<file path="config.mk">
export PLATFORM = sky130hd
export DESIGN_NAME = vscale_htif_pcr_bridge_flat
export DESIGN_NICKNAME = d
export VERILOG_FILES = /design/src/rtl/vscale_htif_pcr_bridge_pkg.sv /design/src/rtl/vscale_htif_pcr_bridge_if.sv /design/src/rtl/vscale_htif_pcr_bridge.sv /design/src/flat_wrapper.sv
export SDC_FILE = /design/constraint.sdc
export NUM_CORES = 1
export LEC_CHECK = 0
export CAP_MARGIN = 20
export CORE_ASPECT_RATIO = 0.6
export CORE_MARGIN = 2
export CORE_UTILIZATION = 40
export DETAILED_ROUTE_END_ITERATION = 8
export PLACE_DENSITY = 0.87
export SYNTH_ARGS = -nofsm -noshare
export SYNTH_HDL_FRONTEND = slang
export SYNTH_SLANG_ARGS = --single-unit
</file>
<file path="constraint.sdc">
create_clock -name clk -period 3.75 [get_ports clk]
set_clock_uncertainty 0.2 [all_clocks]
set_input_delay 0.9375 -clock clk [delete_from_list [all_inputs] [get_ports clk]]
set_output_delay 0.9375 -clock clk [all_outputs]
set_load 0.005 [all_outputs]
</file>
<file path="src/rtl/vscale_htif_pcr_bridge_pkg.sv">
// rtl/vscale_htif_pcr_bridge_pkg.sv - shared HTIF constants, bridge state encodings and helpers
// Optional feature macro: VSCALE_HTIF_TOHOST_CLR_EN (adds the CLEAR state).
package vscale_htif_pcr_bridge_pkg;

  localparam int HTIF_PCR_WIDTH = 64;
  localparam int WAIT_CNT_WIDTH = 8;

  // Taken from the CSR address map.
  localparam logic [11:0] CSR_ADDR_TO_HOST   = 12'h780;
  localparam logic [11:0] CSR_ADDR_FROM_HOST = 12'h781;

  typedef enum logic [1:0] {
    ST_IDLE   = 2'd0,
    ST_ACCESS = 2'd1,
    ST_CLEAR  = 2'd2,
    ST_RESP   = 2'd3
  } bridge_state_e;

  function automatic logic [WAIT_CNT_WIDTH-1:0] wait_cnt_sat_inc(
    input logic [WAIT_CNT_WIDTH-1:0] cnt
  );
    return (&cnt) ? cnt : cnt + 1'b1;
  endfunction

endpackage

</file>
<file path="src/rtl/vscale_htif_pcr_bridge_if.sv">
// rtl/vscale_htif_pcr_bridge_if.sv - HTIF PCR channel plus shared CSR host port bundle
// slave = bridge view, master = host/CSR-file view.
interface vscale_htif_pcr_bridge_if #(
  parameter int ADDR_WIDTH = 12,
  parameter int XPR_LEN    = 32,
  parameter int PCR_WIDTH  = 64
);

  logic                  htif_pcr_req_valid;
  logic                  htif_pcr_req_ready;
  logic                  htif_pcr_req_rw;
  logic [ADDR_WIDTH-1:0] htif_pcr_req_addr;
  logic [PCR_WIDTH-1:0]  htif_pcr_req_data;
  logic                  htif_pcr_resp_valid;
  logic                  htif_pcr_resp_ready;
  logic [PCR_WIDTH-1:0]  htif_pcr_resp_data;
  logic                  core_csr_busy;
  logic                  host_csr_en;
  logic                  host_csr_wen;
  logic [ADDR_WIDTH-1:0] host_csr_addr;
  logic [XPR_LEN-1:0]    host_csr_wdata;
  logic [XPR_LEN-1:0]    host_csr_rdata;
  logic                  host_stall_core;

  modport slave (
    input  htif_pcr_req_valid, htif_pcr_req_rw, htif_pcr_req_addr, htif_pcr_req_data,
    input  htif_pcr_resp_ready, core_csr_busy, host_csr_rdata,
    output htif_pcr_req_ready, htif_pcr_resp_valid, htif_pcr_resp_data,
    output host_csr_en, host_csr_wen, host_csr_addr, host_csr_wdata, host_stall_core
  );

  modport master (
    output htif_pcr_req_valid, htif_pcr_req_rw, htif_pcr_req_addr, htif_pcr_req_data,
    output htif_pcr_resp_ready, core_csr_busy, host_csr_rdata,
    input  htif_pcr_req_ready, htif_pcr_resp_valid, htif_pcr_resp_data,
    input  host_csr_en, host_csr_wen, host_csr_addr, host_csr_wdata, host_stall_core
  );

endinterface

</file>
<file path="src/rtl/vscale_htif_pcr_bridge.sv">
// rtl/vscale_htif_pcr_bridge.sv - HTIF PCR request/response front end of the CSR file
// VSCALE_HTIF_TOHOST_CLR_EN: a host read of to_host is followed by a clearing write of 0.
module vscale_htif_pcr_bridge
  import vscale_htif_pcr_bridge_pkg::*;
#(
  parameter int ADDR_WIDTH  = 12,
  parameter int XPR_LEN     = 32,
  parameter int PCR_WIDTH   = HTIF_PCR_WIDTH,
  parameter int STALL_LIMIT = 16
) (
  input  logic                          clk,
  input  logic                          reset,
  vscale_htif_pcr_bridge_if.slave       htif_if
);

  localparam logic [WAIT_CNT_WIDTH-1:0] STALL_THRESH = WAIT_CNT_WIDTH'(STALL_LIMIT - 1);
  localparam logic [ADDR_WIDTH-1:0]     TO_HOST_ADDR = ADDR_WIDTH'(CSR_ADDR_TO_HOST);

  bridge_state_e              state_q;
  logic                       rw_q;
  logic [ADDR_WIDTH-1:0]      addr_q;
  logic [XPR_LEN-1:0]         wdata_q;
  logic [PCR_WIDTH-1:0]       resp_q;
  logic                       req_ready_q;
  logic                       resp_valid_q;
  logic                       stall_q;
  logic [WAIT_CNT_WIDTH-1:0]  wait_cnt_q;
  logic [WAIT_CNT_WIDTH-1:0]  wait_cnt_d;

  logic                       in_access;
  logic                       in_clear;
  logic                       port_free;
  logic                       clear_after_access;
  logic [PCR_WIDTH-XPR_LEN-1:0] unused_req_data_hi;

  assign unused_req_data_hi = htif_if.htif_pcr_req_data[PCR_WIDTH-1:XPR_LEN];

  assign in_access  = (state_q == ST_ACCESS);
  assign port_free  = !htif_if.core_csr_busy;
  assign wait_cnt_d = wait_cnt_sat_inc(wait_cnt_q);

`ifdef VSCALE_HTIF_TOHOST_CLR_EN
  assign in_clear           = (state_q == ST_CLEAR);
  assign clear_after_access = !rw_q && (addr_q == TO_HOST_ADDR);
`else
  assign in_clear           = 1'b0;
  assign clear_after_access = 1'b0;
`endif

  // The port grant must react to core_csr_busy in the same cycle, so it stays combinational.
  assign htif_if.host_csr_en    = (in_access || in_clear) && port_free;
  assign htif_if.host_csr_wen   = htif_if.host_csr_en && (in_clear || rw_q);
  assign htif_if.host_csr_addr  = addr_q;
  assign htif_if.host_csr_wdata = in_clear ? '0 : wdata_q;

  assign htif_if.htif_pcr_req_ready  = req_ready_q;
  assign htif_if.htif_pcr_resp_valid = resp_valid_q;
  assign htif_if.htif_pcr_resp_data  = resp_q;
  assign htif_if.host_stall_core     = stall_q;

  always_ff @(posedge clk) begin
    if (reset) begin
      state_q      <= ST_IDLE;
      rw_q         <= 1'b0;
      addr_q       <= '0;
      wdata_q      <= '0;
      resp_q       <= '0;
      req_ready_q  <= 1'b1;
      resp_valid_q <= 1'b0;
      stall_q      <= 1'b0;
      wait_cnt_q   <= '0;
    end else begin
      case (state_q)
        ST_IDLE: begin
          if (htif_if.htif_pcr_req_valid && req_ready_q) begin
            rw_q        <= htif_if.htif_pcr_req_rw;
            addr_q      <= htif_if.htif_pcr_req_addr;
            wdata_q     <= htif_if.htif_pcr_req_data[XPR_LEN-1:0];
            req_ready_q <= 1'b0;
            state_q     <= ST_ACCESS;
          end
        end

        ST_ACCESS: begin
          if (port_free) begin
            // Pre-access value: a write returns what it overwrote.
            resp_q     <= PCR_WIDTH'(htif_if.host_csr_rdata);
            wait_cnt_q <= '0;
            stall_q    <= 1'b0;
            if (clear_after_access) begin
              state_q <= ST_CLEAR;
            end else begin
              resp_valid_q <= 1'b1;
              state_q      <= ST_RESP;
            end
          end else begin
            wait_cnt_q <= wait_cnt_d;
            if (wait_cnt_d >= STALL_THRESH) stall_q <= 1'b1;
          end
        end

`ifdef VSCALE_HTIF_TOHOST_CLR_EN
        ST_CLEAR: begin
          if (port_free) begin
            wait_cnt_q   <= '0;
            stall_q      <= 1'b0;
            resp_valid_q <= 1'b1;
            state_q      <= ST_RESP;
          end else begin
            wait_cnt_q <= wait_cnt_d;
            if (wait_cnt_d >= STALL_THRESH) stall_q <= 1'b1;
          end
        end
`endif

        ST_RESP: begin
          if (htif_if.htif_pcr_resp_ready) begin
            resp_valid_q <= 1'b0;
            req_ready_q  <= 1'b1;
            state_q      <= ST_IDLE;
          end
        end

        default: begin
          resp_valid_q <= 1'b0;
          req_ready_q  <= 1'b1;
          stall_q      <= 1'b0;
          wait_cnt_q   <= '0;
          state_q      <= ST_IDLE;
        end
      endcase
    end
  end

endmodule

</file>
<file path="src/flat_wrapper.sv">
// flat-port wrapper written by rule: the top's interface ports become plain ports
module vscale_htif_pcr_bridge_flat import vscale_htif_pcr_bridge_pkg::*;
#(
  parameter int ADDR_WIDTH  = 12,
  parameter int XPR_LEN     = 32,
  parameter int PCR_WIDTH   = HTIF_PCR_WIDTH,
  parameter int STALL_LIMIT = 16
)
  (clk, reset, htif_if_htif_pcr_req_valid, htif_if_htif_pcr_req_rw, htif_if_htif_pcr_req_addr, htif_if_htif_pcr_req_data, htif_if_htif_pcr_resp_ready, htif_if_core_csr_busy, htif_if_host_csr_rdata, htif_if_htif_pcr_req_ready, htif_if_htif_pcr_resp_valid, htif_if_htif_pcr_resp_data, htif_if_host_csr_en, htif_if_host_csr_wen, htif_if_host_csr_addr, htif_if_host_csr_wdata, htif_if_host_stall_core);
  vscale_htif_pcr_bridge_if #(.ADDR_WIDTH(ADDR_WIDTH), .XPR_LEN(XPR_LEN), .PCR_WIDTH(PCR_WIDTH)) htif_if_i ();
  input  logic clk;
  input  logic reset;
  input wire logic [$bits(htif_if_i.htif_pcr_req_valid)-1:0] htif_if_htif_pcr_req_valid;
  input wire logic [$bits(htif_if_i.htif_pcr_req_rw)-1:0] htif_if_htif_pcr_req_rw;
  input wire logic [$bits(htif_if_i.htif_pcr_req_addr)-1:0] htif_if_htif_pcr_req_addr;
  input wire logic [$bits(htif_if_i.htif_pcr_req_data)-1:0] htif_if_htif_pcr_req_data;
  input wire logic [$bits(htif_if_i.htif_pcr_resp_ready)-1:0] htif_if_htif_pcr_resp_ready;
  input wire logic [$bits(htif_if_i.core_csr_busy)-1:0] htif_if_core_csr_busy;
  input wire logic [$bits(htif_if_i.host_csr_rdata)-1:0] htif_if_host_csr_rdata;
  output wire logic [$bits(htif_if_i.htif_pcr_req_ready)-1:0] htif_if_htif_pcr_req_ready;
  output wire logic [$bits(htif_if_i.htif_pcr_resp_valid)-1:0] htif_if_htif_pcr_resp_valid;
  output wire logic [$bits(htif_if_i.htif_pcr_resp_data)-1:0] htif_if_htif_pcr_resp_data;
  output wire logic [$bits(htif_if_i.host_csr_en)-1:0] htif_if_host_csr_en;
  output wire logic [$bits(htif_if_i.host_csr_wen)-1:0] htif_if_host_csr_wen;
  output wire logic [$bits(htif_if_i.host_csr_addr)-1:0] htif_if_host_csr_addr;
  output wire logic [$bits(htif_if_i.host_csr_wdata)-1:0] htif_if_host_csr_wdata;
  output wire logic [$bits(htif_if_i.host_stall_core)-1:0] htif_if_host_stall_core;
  assign htif_if_i.htif_pcr_req_valid = htif_if_htif_pcr_req_valid;
  assign htif_if_i.htif_pcr_req_rw = htif_if_htif_pcr_req_rw;
  assign htif_if_i.htif_pcr_req_addr = htif_if_htif_pcr_req_addr;
  assign htif_if_i.htif_pcr_req_data = htif_if_htif_pcr_req_data;
  assign htif_if_i.htif_pcr_resp_ready = htif_if_htif_pcr_resp_ready;
  assign htif_if_i.core_csr_busy = htif_if_core_csr_busy;
  assign htif_if_i.host_csr_rdata = htif_if_host_csr_rdata;
  assign htif_if_htif_pcr_req_ready = htif_if_i.htif_pcr_req_ready;
  assign htif_if_htif_pcr_resp_valid = htif_if_i.htif_pcr_resp_valid;
  assign htif_if_htif_pcr_resp_data = htif_if_i.htif_pcr_resp_data;
  assign htif_if_host_csr_en = htif_if_i.host_csr_en;
  assign htif_if_host_csr_wen = htif_if_i.host_csr_wen;
  assign htif_if_host_csr_addr = htif_if_i.host_csr_addr;
  assign htif_if_host_csr_wdata = htif_if_i.host_csr_wdata;
  assign htif_if_host_stall_core = htif_if_i.host_stall_core;
  vscale_htif_pcr_bridge #(.ADDR_WIDTH(ADDR_WIDTH), .XPR_LEN(XPR_LEN), .PCR_WIDTH(PCR_WIDTH), .STALL_LIMIT(STALL_LIMIT)) u_core (.clk(clk), .reset(reset), .htif_if(htif_if_i));
endmodule
</file>
== After elaboration in Yosys (flattened, before gate mapping) ==
Index checks and enable logic that the tools add are counted.

* Add/sub/neg operators: 1
* Order comparisons: 1
* Equal/unequal tests: 6
* Mux-type cells: 16
* Bitwise gates (word level): 4
* Reduce and logical (&&, ||, !) cells: 13

{| class="wikitable"
|+ Operator list
! cell !! number
|-
| 8-bit 2-to-1 mux || 2
|-
| 8-bit one-hot mux with 2 select lines || 1
|-
| 3-bit AND reduction || 3
|-
| 8-bit by 1-bit adder with 8-bit output, second input constant || 1
|-
| 8-bit by 4-bit greater-or-equal comparator with 1-bit output, second input constant || 1
|-
| 8-bit AND reduction || 1
|-
| 1-bit 2-to-1 mux || 6
|-
| 2-bit 2-to-1 mux || 3
|-
| 1-bit one-hot mux with 3 select lines || 2
|-
| 2-bit one-hot mux with 3 select lines || 1
|-
| 2-bit AND reduction || 3
|-
| 2-bit inequality test, second input constant || 2
|-
| 1-bit inverter || 4
|-
| 1-bit logical AND || 3
|-
| 3-bit inequality test, second input constant || 1
|-
| 2-bit by 1-bit equality test with 1-bit output, second input constant || 1
|-
| 2-bit equality test, second input constant || 1
|-
| 2-bit zero test || 1
|-
| 2-bit by 1-bit inequality test with 1-bit output, second input constant || 1
|-
| 1-bit one-hot mux with 2 select lines || 1
|-
| 2-bit OR reduction || 1
|-
| 1-bit zero test || 1
|}

* Register bits: 90
* Input port bits: 114
* Word-level logic and storage cells: 50

== Logic depth before layout (Yosys ltp) ==
Gate-level depths: netlist (run 1).

* Depth after elaboration: 6
* Depth in mapped cells: 7

== Worst setup path after synthesis (run 1) ==
OpenSTA, ideal clock, no wires.

* Path type: input to output
* Start point: in htif_if_core_csr_busy
* End point: out htif_if_host_csr_wen
* Data arrival time: 1.535 ns
* Setup slack: 1.078 ns
* Stages: 5
* Buffers on the path: 1
* Cells stage by stage: inv_1 nand2_1 inv_2 buf_2 and2_1

* Cells in the longest elaborated chain, start to end: 3

{| class="wikitable"
|+ Ends and longest elaborated chain
! item !! line !! RTL
|-
| start: declaration || flat_wrapper.sv:18 || <nowiki>input wire logic [$bits(htif_if_i.core_csr_busy)-1:0] htif_if_core_csr_busy;</nowiki>
|-
| 1-bit zero test || vscale_htif_pcr_bridge.sv:39 || <nowiki>assign port_free = !htif_if.core_csr_busy;</nowiki>
|-
| 1-bit logical AND || vscale_htif_pcr_bridge.sv:51 || <nowiki>assign htif_if.host_csr_en = (in_access || in_clear) && port_free;</nowiki>
|-
| via htif_if_host_csr_en || flat_wrapper.sv:23 || <nowiki>output wire logic [$bits(htif_if_i.host_csr_en)-1:0] htif_if_host_csr_en;</nowiki>
|-
| 1-bit logical AND || vscale_htif_pcr_bridge.sv:52 || <nowiki>assign htif_if.host_csr_wen = htif_if.host_csr_en && (in_clear || rw_q);</nowiki>
|-
| end: declaration || flat_wrapper.sv:24 || <nowiki>output wire logic [$bits(htif_if_i.host_csr_wen)-1:0] htif_if_host_csr_wen;</nowiki>
|}

The timed path passes the listed nets, and every way through them passes these cells.

== Final worst setup path (run 1) ==
* Start point: in htif_if_core_csr_busy
* End point: out htif_if_host_csr_wen

* Cells in the longest elaborated chain, start to end: 3

{| class="wikitable"
|+ Ends and longest elaborated chain
! item !! line
|-
| 1-bit zero test || vscale_htif_pcr_bridge.sv:39
|-
| 1-bit logical AND || vscale_htif_pcr_bridge.sv:51
|-
| 1-bit logical AND || vscale_htif_pcr_bridge.sv:52
|}

No other way between the ends.

==> metrics.txt, run 1 <==
root buffer cell=clkbuf_16; Slew Viols, Final=0; clk_lat worst skew=320 ps; setup violators final=0; Worst slew margin=42.39%; largest net degree at the start of global routing=46; antenna cells=0; RSZ-0062 raised after global routing=no; gr usage total=19.10%; internal power=0.002245 W; Die Y-Extent=77.89 µm; Most Used Layer, Global Route=met2; Initial Utilization=41.90%; IO buf count=162; met1 Usage GRT=22.76%; largest cells by area after synthesis=dfxtp_1, nand2_1, a21oi_1; cell area power density=571.3 mW/mm²; wire per inst=13.09 µm; # DRC=0; share of layout cells above drive strength 1=4.078%; Flop pwr share=38.3%; CTS tree=yes; Mapped Cells=462; Static Leak=2.011 nW; Worst Path Class, Setup=in -> out; max_cap viols=0; Final WS setup=320.1 ps; layout net count=726; Place WS=328.8 ps; average size of a mapped cell=7.878 µm²; Core ar.=0.008686 mm²; Most used DFF post-synth=dfxtp_1; CTS Buf Count=9; Final HPWL DP=6970 µm; vias in the first global route=3296; Max rail drop VDD=0.2981 mV; vias post-DR=3450; post-CTS sizing=0; EDFF count, synth=0; Final TNS setup=0 ps; deepest clock path buffer count=2; DP Area=0.005164 mm²; Critical Path End Type=primary output; sw frac=28.53%; sw power=0.0008963 W; grt met3 use=7.862%; DR pass1 iterations=4; Die Width=127.2 µm; die area=0.009904 mm²; RD Place Congestion=0.8642; ys async rst share=0%; row count=26; clock-pin slew on the worst setup and hold paths=60 ps; CP startpoint=htif_if_core_csr_busy; status=completed; Vias per Instance=4.759; FMAX=291.6 MHz; Tmin final=3430 ps; Worst EP required=2610 ps; Iter 0 DRT Violations=191; Max FO, Critical Path=5; hold path start=u_core.htif_if.host_csr_addr[0]; fin area=0.005499 mm²; YS warnings=0; Combinational Power Share=30.2%; CTS sink cnt=90; first-pass GRT wire length=15430 µm; post-synth top area cell=dfxtp_1; mapped cell area=0.003640 mm²; Worst Setup Start Kind=input pin; worst min path class=reg -> reg; IO Pins=227; FF-to-FF Start=u_core.state_q[1]; setup bufs post-CTS=0; Final ANT Viol Nets=0; synthesized flop and latch total=90; Area Overhead vs Synth=51.08%; H-tree depth=3; final wirelength=9490 µm; final hold violations=0; aggregate global routing overflow=0; Synth top area share=49.50%; clock share of power=31.5%; Worst Max-Slew Pin Slew=863.1 ps; GRT met2 Usage=32.58%; count of different cell masters after synthesis=36; WP data arrival=2290 ps; Hold Buf Count CTS=0; post-synthesis sequential area ratio=49.50%; final worst-path cycle share=91.46%; antenna violations before repair=0; fill count=722
-- cells by family after synthesis --
group	share of synthesized area (%)
AND/OR/NAND/NOR	21.55
AO/OA/AOI/OAI	16.09
flip-flops	49.50
buffers and inverters	11.38
adder cells (fa/ha/maj)	1.375
other	0.1030
-- sequential cells by signal, indices dropped and copies added (netlist names) --
name,flops
u_core.htif_if.htif_pcr_resp_data,32
u_core.htif_if.htif_pcr_resp_valid,1
u_core.htif_if.host_stall_core,1
u_core.rw_q,1
u_core.htif_if.host_csr_wdata,32
u_core.htif_if.host_csr_addr,12
u_core.state_q,2
u_core.wait_cnt_q,8
u_core.htif_if.htif_pcr_req_ready,1
-- path summary, 6_finish.rpt --
kind / end / slack, ps / cells past startpoint
min: u_core.htif_if.host_csr_addr[0] / 250 / 2
max: htif_if_host_csr_wen / 320 / 6
min reg2reg: u_core.htif_if.host_csr_addr[0] / 250 / 2
max reg2reg: u_core.htif_if.host_csr_wdata[2] / 1670 / 5
-- cell usage after synthesis, types with 2 or more instances --
library cell / count
buf_2: 13
ha_1: 4
dfxtp_1: 90
and2_1: 2
nor3_1: 5
clkbuf_1: 14
nand4_1: 3
o21ai_0: 2
nand2_1: 162
nor2_1: 5
a311oi_1: 2
nor2b_1: 2
a31oi_1: 2
buf_4: 35
and3_1: 3
a21oi_1: 85
nand3_1: 5
inv_1: 5
a211oi_1: 5
o21ai_1: 2
-- metrics by stage --
step                      hold WS (ps)  std cells  util [%]  power, W
final                            251.3        725     63.31  0.003142
after global routing             270.9        725     63.31  0.003348
after CTS                        254.7        725     63.31  0.003184
after detailed placement         246.2        709     59.45  0.002180
after global placement           241.1        709     59.45  0.002149
after floorplan                  231.7        493         -  0.001719
-- worst max-delay path, stage by stage --
cell             delay (ps)
clkdlybuf4s50_1         540
inv_1                    80
nand2_1                 100
inv_2                    50
and2_1                  140
clkdlybuf4s50_1         430
-- layer usage --
metal | part of all wire, % | up-vias
met4 | 0.74 | 0
met2 | 47 | 167
met1 | 43 | 1525
met5 | 0 | -
met3 | 9.1 | 10
li1 | - | 1748
-- cell usage in the layout, fill, tap and decap left out, types with 5 or more instances in the layout --
cell type | synthesis | final
nor2_1 | 5 | 5
buf_4 | 35 | 5
a211oi_1 | 5 | 5
clkdlybuf4s50_1 | 0 | 161
dfxtp_1 | 90 | 90
nand2_1 | 162 | 162
inv_1 | 5 | 5
a21oi_1 | 85 | 85
nor3_1 | 5 | 5
conb_1 | 1 | 32
clkbuf_16 | 0 | 9
-- power groups by stage --
stage                     sequential [W]  combinational, W  clock [W]
after floorplan                  0.00123          0.000490          0
after global placement           0.00121          0.000936          0
after detailed placement         0.00122          0.000956          0
after CTS                        0.00120          0.000960    0.00102
after global routing             0.00123           0.00105    0.00107
final                            0.00120          0.000948   0.000990
-- final cells by class --
class | count | area (µm²) | area share [%]
Sequential cell | 90 | 1802 | 32.76
Tap cell | 112 | 140.1 | 2.548
Clock inverter | 5 | 102.6 | 1.866
Inverter | 6 | 22.52 | 0.4096
Clock buffer | 11 | 232.7 | 4.232
Multi-Input combinational cell | 334 | 1545 | 28.10
Timing Repair Buffer | 167 | 1654 | 30.08
Note: power is estimated with default switching activity, not from simulation.
==> inputs of run 2 (changes only) <==
--- a/config.mk
+++ b/config.mk
@@ -11,6 +11,7 @@
 export CORE_UTILIZATION = 40
 export DETAILED_ROUTE_END_ITERATION = 8
 export PLACE_DENSITY = 0.87
+export SKIP_LAST_GASP = 1
 export SYNTH_ARGS = -nofsm -noshare
 export SYNTH_HDL_FRONTEND = slang
 export SYNTH_SLANG_ARGS = --single-unit
==> results of run 2 <==
Final layout, timing and power as in run 1 (identical DEF).
==> inputs of run 3 (changes only) <==
--- a/config.mk
+++ b/config.mk
@@ -10,6 +10,7 @@
 export CORE_MARGIN = 2
 export CORE_UTILIZATION = 40
 export DETAILED_ROUTE_END_ITERATION = 8
+export MAX_ROUTING_LAYER = met4
 export PLACE_DENSITY = 0.87
 export SKIP_LAST_GASP = 1
 export SYNTH_ARGS = -nofsm -noshare
==> run 3 against run 2 <==
Net effect:
- register-to-register slack about the same
- setup slack unchanged
- flip-flop and latch count unchanged
- cell area unchanged
- sequential share of layout area unchanged
- combinational power about the same
- clock power about the same
- first-iteration DRC count up 5.8%
- routed wire length up 0.15%
- non-clock buffer count unchanged
- largest cell class unchanged
==> metrics.txt, run 3 (same netlist as run 1, synthesis figures left out) <==
CTS sink cnt=90 (unchanged); RD Place Congestion=0.8782 (+1.6%); root buffer cell=clkbuf_16; CP peak stage delay=540 ps (about the same); aggregate global routing overflow=0 (unchanged); CP Cell Sequence=clkdlybuf4s50_1 > inv_1 > nand2_1 > inv_2 > and2_1 > clkdlybuf4s50_1; delay-heaviest family, CP=buffers and inverters; deepest clock path buffer count=2 (unchanged); WP data arrival=2290 ps (about the same); Slowest cell on crit path=clkdlybuf4s50_1; vias in the first global route=3291 (-0.15%); smallest hold slack=251.3 ps (+0.001000 ps); Tmin final=3430 ps (unchanged); Final HPWL DP=6970 µm (unchanged); Slew Viols, Final=0 (unchanged); CTS tree=yes; Final TNS setup=0 ps (unchanged); post-CTS sizing=0 (unchanged); Worst slew margin=41.77% (-0.62 points); fin area=0.005499 mm² (unchanged); vias post-DR=3451 (+0.029%); FMAX=291.6 MHz (unchanged); share of layout cells above drive strength 1=4.078% (unchanged); Initial Utilization=41.90% (unchanged); final hold violations=0 (unchanged); setup bufs post-CTS=0 (unchanged); final worst-path cycle share=91.46% (unchanged); Worst EP required=2610 ps (about the same); layout net count=726 (unchanged); clk_lat worst skew=320 ps (about the same); setup violators final=0 (unchanged); row count=26 (unchanged); CTS Buf Count=9 (unchanged); Die Width=127.2 µm (unchanged); Final ANT Viol Nets=0 (unchanged); IO Pins=227 (unchanged); Area Overhead vs Synth=51.08% (unchanged); most frequent cells in the layout=nand2_1, clkdlybuf4s50_1, dfxtp_1; DR pass1 iterations=4 (unchanged); RSZ-0062 raised after global routing=no; Static Leak=2.011 nW (unchanged); Max rail drop VDD=0.2972 mV (-0.29%); # DRC=0 (unchanged); wire per inst=13.11 µm (+0.15%); fill count=722 (unchanged); H-tree depth=3 (unchanged); worst min path class=reg -> reg; max_cap viols=0 (unchanged); DP Area=0.005164 mm² (unchanged); Util after Layout=63.31% (unchanged); antenna violations before repair=0 (unchanged); cell area power density=571.4 mW/mm² (about the same); IO buf count=162 (unchanged); Worst Max-Slew Pin Slew=872.4 ps (+9.294 ps); status=completed; crit-path most repeated cell=clkdlybuf4s50_1; Hold Buf Count CTS=0 (unchanged); Critical Path End Type=primary output; Iter 0 DRT Violations=202 (+5.8%); Die Y-Extent=77.89 µm (unchanged); Max FO, Critical Path=5 (unchanged); gr usage total=19.66% (+0.56 points); first-pass GRT wire length=15450 µm (+0.14%); clock-pin slew on the worst setup and hold paths=60 ps (about the same); Core ar.=0.008686 mm² (unchanged); Vias per Instance=4.760 (about the same); largest net degree at the start of global routing=46 (unchanged); Buf+Inv Stages, Crit Path=4 (unchanged); Worst Setup Start Kind=input pin; die area=0.009904 mm² (unchanged); antenna cells=0 (unchanged); Worst Path Class, Setup=in -> out; final wirelength=9504 µm (+0.15%); commonest non-fill, non-tap cell in the layout=nand2_1
## run 3: area by class of cell
| type | instances | area [µm²] | share of cell area, % |
|---|---|---|---|
| clock inverters | 5 | 102.6 | 1.866 |
| clock buffers | 11 | 232.7 | 4.232 |
| inverters | 6 | 22.52 | 0.4096 |
| repair buffers | 167 | 1654 | 30.08 |
| multi-input cells | 334 | 1545 | 28.10 |
| well taps | 112 | 140.1 | 2.548 |
| flip-flops and latches | 90 | 1802 | 32.76 |
## run 3: power by group
part	leakage [nW]	switching, W	internal (W)
Combinational	1.12	0.000471	0.000479
Sequential	0.733	0.0000864	0.00112
Clock	0.160	0.000339	0.000650
Total	2.01	0.000897	0.00225
## run 3: per-stage QoR
step	total power, W	worst slack, ps	cells
final	0.003142	320.1	725
after global routing	0.003348	236.6	725
after CTS	0.003184	321.4	725
after detailed placement	0.002180	328.8	709
after global placement	0.002149	340.0	709
after floorplan	0.001719	1078	493
## run 3: worst paths after layout
kind,end,slack (ps),start,depth (start not counted)
min reg2reg,u_core.htif_if.host_csr_addr[0],250,u_core.htif_if.host_csr_addr[0],2
max,htif_if_host_csr_wen,320,htif_if_core_csr_busy,6
max reg2reg,u_core.htif_if.host_csr_wdata[2],1660,u_core.state_q[1],5
min,u_core.htif_if.host_csr_addr[0],250,u_core.htif_if.host_csr_addr[0],2
## run 3: per-layer routing
layer / wire length [µm] / GRT usage [%] / share of wire [%]
met1: 4203 / 23.45 / 44
met5: 0 / - / 0
met4: 64 / 3.956 / 0.67
met3: 739 / 6.897 / 7.8
met2: 4497 / 32.53 / 47
## run 3: worst register-to-register path: cells and delay by family (launching register included)
family	cells	cell delay, ps
flops	1	330
simple gates	2	990
buf+inv	1	90
compound gates	1	110
fa+ha+maj	1	240
